File: config.mk
export PLATFORM = sky130hd
export DESIGN_NAME = pipe_stage_reg
export DESIGN_NICKNAME = d
export VERILOG_FILES = /design/src/rtl/pipe_stage_reg.sv
export SDC_FILE = /design/constraint.sdc
export NUM_CORES = 1
export LEC_CHECK = 0
export ABC_CLOCK_PERIOD_IN_PS = 2100
export BUFFER_PORTS_ARGS = -buffer_cell sky130_fd_sc_hd__buf_2
export CAP_MARGIN = 20
export CORE_ASPECT_RATIO = 0.6
export CORE_MARGIN = 2
export CORE_UTILIZATION = 40
export CTS_CLUSTER_DIAMETER = 200
export DETAILED_ROUTE_END_ITERATION = 7
export GPL_ROUTABILITY_DRIVEN = 0
export PLACE_DENSITY_LB_ADDON = 0.12
export SLEW_MARGIN = 15
export SYNTH_ARGS = -nofsm -noshare
export SYNTH_HDL_FRONTEND = slang
export SYNTH_SLANG_ARGS = --single-unit
File: constraint.sdc
create_clock -name clk -period 2.1 [get_ports clk]
set_input_delay 0.315 -clock clk [delete_from_list [all_inputs] [get_ports clk]]
set_output_delay 0.315 -clock clk [all_outputs]
set_load 0.02 [all_outputs]
File: src/rtl/pipe_stage_reg.sv
// Parametrised pipeline-stage register with a valid/ready handshake and synchronous flush.
// With SKID=1, a second entry absorbs one beat so that in_ready can come straight from a flop.
module pipe_stage_reg #(
   parameter int unsigned      WIDTH     = 32,
   parameter logic [WIDTH-1:0] RESET_VAL = '0,
   parameter bit               SKID      = 1'b1
) (
   input  logic             clk,
   input  logic             reset_n,
   input  logic             flush,
   input  logic             in_valid,
   output logic             in_ready,
   input  logic [WIDTH-1:0] in_data,
   output logic             out_valid,
   input  logic             out_ready,
   output logic [WIDTH-1:0] out_data,
   output logic [1:0]       occupancy
);

   // Each encoding equals the number of held entries, so occupancy is the state itself.
   typedef enum logic [1:0] {
      EMPTY = 2'd0,
      MAIN  = 2'd1,
      FULL  = 2'd2
   } state_t;

   state_t           stateQ, stateD;
   logic [WIDTH-1:0] mainQ, mainD;
   logic [WIDTH-1:0] skidQ, skidD;
   logic             push, pop;

   assign out_valid = (stateQ != EMPTY);
   assign out_data  = mainQ;
   assign occupancy = stateQ;
   assign push      = in_valid && in_ready;
   assign pop       = out_valid && out_ready;

   always_ff @(posedge clk or negedge reset_n) begin
      if (!reset_n) begin
         stateQ <= EMPTY;
         mainQ  <= RESET_VAL;
         skidQ  <= RESET_VAL;
      end else begin
         stateQ <= stateD;
         mainQ  <= mainD;
         skidQ  <= skidD;
      end
   end

   always_comb begin
      stateD = stateQ;
      mainD  = mainQ;
      skidD  = skidQ;
      if (flush) begin
         stateD = EMPTY;
         mainD  = RESET_VAL;
         skidD  = RESET_VAL;
      end else begin
         case (stateQ)
            EMPTY: begin
               if (push) begin
                  stateD = MAIN;
                  mainD  = in_data;
               end
            end
            MAIN: begin
               if (push && pop) begin
                  mainD = in_data;
               end else if (push && SKID) begin
                  stateD = FULL;
                  skidD  = in_data;
               end else if (pop) begin
                  stateD = EMPTY;
               end
            end
            FULL: begin
               if (pop) begin
                  stateD = MAIN;
                  mainD  = skidQ;
               end
            end
            default: begin
               stateD = EMPTY;
            end
         endcase
      end
   end

   // Skid mode predicts readiness from the next state, so out_ready never reaches in_ready combinationally.
   if (SKID) begin : g_skid
      logic inReadyQ;

      always_ff @(posedge clk or negedge reset_n) begin
         if (!reset_n) begin
            inReadyQ <= 1'b1;
         end else begin
            inReadyQ <= (stateD != FULL);
         end
      end

      assign in_ready = inReadyQ;
   end else begin : g_single
      assign in_ready = !out_valid || out_ready;
   end

endmodule

# --- After elaboration in Yosys (flattened, before gate mapping) ---
# Index checks and enable logic that the tools add are counted.
totals:
  output_inout_bits: 36
  wordCells: 36
  register_bits: 67
  input_bits: 37
op_classes:
  reduce_logical: 10
  mux: 15
  n_eq_ne: 7
op_table:
  columns: ["cell", "count"]
  rows:
  - ["two-way mux 32 bit", 7]
  - ["case mux 32 bit (3 select lines)", 1]
  - ["two-way mux 2 bit", 6]
  - ["inequality test 3 bit, second input constant", 3]
  - ["case mux 2 bit (3 select lines)", 1]
  - ["nonzero test 2 bit", 3]
  - ["inequality test 2 bit, second input constant", 2]
  - ["AND reduction 4 bit", 1]
  - ["nonzero test 4 bit", 1]
  - ["logical AND 1 bit", 3]
  - ["AND reduction 3 bit", 1]
  - ["== test 2 x 1 -> 1 bit, second input constant", 1]
  - ["== test 2 bit, second input constant", 1]
  - ["logical NOT 2 bit", 1]

# --- Longest topological paths before layout ---
depth:
  ltp_word: 8
  depth_mapped: 7

# --- Least setup slack after synthesis ---
# No wires, ideal clock.
synth_timing:
  kind: "reg-to-reg"
  startpoint: "reg g_skid.inReadyQ (netlist: in_ready)"
  endpoint: "reg mainQ[0] (netlist: out_data[0])"
  path_buffers: 2
  path_slack_ns: 0.526
  setup_ns: 0.145
  t_arrival_ns: 1.430
  path_stages_with_launch: 7
  path_cell_list: "dfstp_2 nand2_1 o311a_1 buf_6 buf_2 nand2_1 o31ai_2"
synth_between:
  elab_chain_len: 4
  word_cells_on_any_way: 5
synth_rtl:
  columns: ["element", "line", "text"]
  rows:
  - ["from (decl)", "91", "logic inReadyQ;"]
  - ["from (signal assigned)", "97", "inReadyQ <= (stateD != FULL);"]
  - ["logical AND 1 bit (*)", "35", "assign push = in_valid && in_ready;"]
  - ["logical AND 1 bit", "67", "if (push && pop) begin"]
  - ["inequality test 3 bit (no source line)", null, null]
  - ["AND reduction 4 bit (no source line) (*)", null, null]
  - ["to (signal assigned)", "45", "mainQ <= mainD;"]
  - ["to (decl)", "28", "logic [WIDTH-1:0] mainQ, mainD;"]
# Every way passes the cells marked *; elsewhere a longest branch is shown, timed or not.
# A chain may end at the register's enable or synchronous reset.

# --- Worst setup path after layout ---
layout_timing:
  startpoint: "reg stateQ[1] (netlist: occupancy[1])"
  endpoint: "reg skidQ[24]"
layout_between:
  elab_chain_len: 5
  word_cells_on_any_way: 7
layout_rtl:
  columns: ["element", "line", "text"]
  rows:
  - ["from (decl)", "27", "state_t stateQ, stateD;"]
  - ["from (signal assigned)", "44", "stateQ <= stateD;"]
  - ["nonzero test 2 bit", "32", "assign out_valid = (stateQ != EMPTY);"]
  - ["logical AND 1 bit", "36", "assign pop = out_valid && out_ready;"]
  - ["logical AND 1 bit", "67", null]
  - ["inequality test 2 bit (no source line)", null, null]
  - ["AND reduction 3 bit (no source line) (*)", null, null]
  - ["to (signal assigned)", "46", "skidQ <= skidD;"]
  - ["to (decl)", "29", "logic [WIDTH-1:0] skidQ, skidD;"]
# Marked as above.

==> results.ini <==
[grt]
grt_pass1_vias = 2136
grt_overflow_total = 0
grt_busiest_layer = met1
globalRouteMet3Util_pct = 6.51
grt_use_total_pct = 17.0
grt_use_met2_pct = 22.8
met1_usage_pct = 24.7
grt_max_degree = 68
grt_pass1_wl_mm = 10.7
grt_antenna_before_repair = 0

[critical_path]
crit_fanout = 32
crit_required_ps = 2360
reg2reg_depth = 3
cp-start-kind = flip-flop
crit_type = reg2reg
path_cells = and3b_1 -> a21oi_4 -> a22o_1
max_stage_delay_ps = 780
cp_top_family = compound AO/OA/AOI/OAI gates
r2r-end = skidQ[24]
critPathBufInv = 0
r2r-start = occupancy[1]
slowest_stage = a21oi_4
cp-end-kind = flip-flop
critPathArrivalTime_ps = 2110
rrSetupSlack_ps = 250

[yosys]
ys_warn_count = 0
ys_seq_area_share_pct = 55.2
synth_cell_types = 25
synth_nets = 271
ys.flop_type = dfrtp_1
synthArstFlopShare_pct = 100
yosysTopAreaCell = dfrtp_1
ys_seq_elements = 67
syn-instance-count = 234
synth_edf_count = 0
postSynthAreaPerCell_um2 = 13.0
synthTopCellsByArea = dfrtp_1 54%, o31ai_2 12%, mux2i_1 11%
synthesis.area_um2 = 3040
synth_top_area_share_pct = 54.4
yosys-top-cells-count = 66 x dfrtp_1, 33 x mux2i_1, 33 x nand2_1
synth.most_common_cell = dfrtp_1

[layout]
layout-drive-gt1-share_pct = 42.0
num_antenna_cells = 0
final-seq-area_um2 = 1680
nFillCells = 692
multi_input_area_um2 = 1230
area_growth_pct = 24.9
fin_nets = 339

[clock_tree]
postCtsSetupBuffers = 0
clock-root-buffer = clkbuf_16
cts_buffers = 9
post_cts_resized = 0
clkLatencyLatePin_ps = 330
cts_tree = built
cts.clk_slew.worst_paths_ps = 50
cts_sinks = 67
htreeDepth = 3
postCtsHoldBufs = 0
cts_buffer_depth = 2

[status]
status = finished, violations left
failed_checks = negative hold slack

[timing]
period_needed_ps = 1850
finalHoldViolCount = 7
rsz0062_at_grt = no
hold_ws_ps = -11.2
skew_ps = 6.61
fmax_mhz = 541
setup_viol = 0
maxSlewHeadroom_pct = 35.6
setup_tns_ps = 0
finalCritPeriodShare_pct = 88.1
worst_pin_slew_ps = 964
slew_violations = 0

[power]
total_power_w = 0.00340
switching_share_pct = 25.2
leakage_nw = 1.79
p_comb_share_pct = 13.0
p_seq_share_pct = 41.6
clock_power_share_pct = 45.4
p_switching_w = 0.000856
p_int_w = 0.00254
p_per_area_nw_per_um2 = 895
vdd.ir_drop.worst_uv = 459

[drt]
via_per_inst = 5.05
dr.pass1.iters = 4
antenna_left = 0
routedWlPerCell_um = 15.9
vias = 2074
drt_wl_total_mm = 6.52
drt_iter0_markers = 140
drc = 0

[floorplanning]
fp-row-count = 24
dieArea_um2 = 8330
die_height_um = 71.5
die_w_um = 117
core_area_um2 = 7300
ios = 73
start_util_pct = 41.6

[flow_run]
max-cap-violations = 0

[place]
portBuffers = 72
hpwlAfterDp_mm = 3.96

[hold_path]
hold_class = in2async

[logic make-up (layout without fill, tap and decap cells)]
logic type | after synthesis | after routing | synth area share (%)
compound gates | 69 | 69 | 23.0
simple gates | 41 | 41 | 6.01
mux | 33 | 33 | 10.9
buf+inv | 24 | 97 | 4.90
flops | 67 | 67 | 55.2
[worst max-delay path by stage]
stage                             from     endpoint  slack, ps  cells after the start
after floorplan               in_ready  out_data[0]        530                      6
after global placement    occupancy[1]     skidQ[2]        310                      3
after detailed placement  occupancy[1]    skidQ[24]        280                      3
after CTS                 occupancy[1]    skidQ[19]        250                      3
after global routing      occupancy[1]    skidQ[27]        150                      3
final                     occupancy[1]    skidQ[24]        250                      3
[sequential cells by signal (all words and copies together) (netlist names)]
name / count
occupancy: 2
out_data: 32
in_ready: 1
skidQ: 32
[layout by cell type, fill, tap and decap left out, drive strengths merged, types with 2 or more instances in the layout]
cell type	netlist	layout
o31ai	32	32
a22o	32	32
a21oi	3	3
buf	17	79
nor2b	2	2
inv	2	2
mux2i	33	33
dfrtp	66	66
nand2	33	33
clkinv	0	2
clkbuf	5	12
[per-stage QoR]
| stage | instance area, µm² | hold WS (ps) | worst slack, ps | instances | util [%] |
|---|---|---|---|---|---|
| 2_1_floorplan | 3040 | 19.4 | 526 | 234 | - |
| 3_5_place_dp | 3480 | 366 | 278 | 395 | 47.7 |
| 6_report | 3790 | -11.2 | 250 | 411 | 52.0 |
| 4_1_cts | 3790 | 13.4 | 249 | 411 | 52.0 |
| 3_3_place_gp | 3480 | 364 | 313 | 395 | 47.7 |
| 5_1_grt | 3790 | 29.1 | 145 | 411 | 52.0 |
[worst reg2reg max path: stages (launching register included)]
cell and delay [ps]:
dfrtp_1 450, and3b_1 270, a21oi_4 780, a22o_1 290
[cell type report]
class	instances	share of cell area [%]
Multi-Input combinational cell	143	32.3
Timing Repair Buffer	79	11.5
Clock buffer	12	7.02
Tap cell	104	3.43
Clock inverter	4	1.25
Inverter	2	0.198
Sequential cell	67	44.2
[power by group through the flow]
stage | clock, W | sequential [W] | combinational [W]
finish | 0.00154 | 0.00141 | 0.000443
global route | 0.00163 | 0.00142 | 0.000484
CTS | 0.00158 | 0.00141 | 0.000450
detailed placement | 0 | 0.00143 | 0.000450
global placement | 0 | 0.00143 | 0.000447
floorplan | 0 | 0.00150 | 0.000209
[per-layer routing]
layer	wire [µm]	share of wire, %	vias up
met2	2760	42	59
met3	345	5.3	5
met1	3380	52	1013
li1	-	-	997
met5	0	0	-
met4	42	0.64	0
Note: power is estimated with default switching activity, not from simulation.
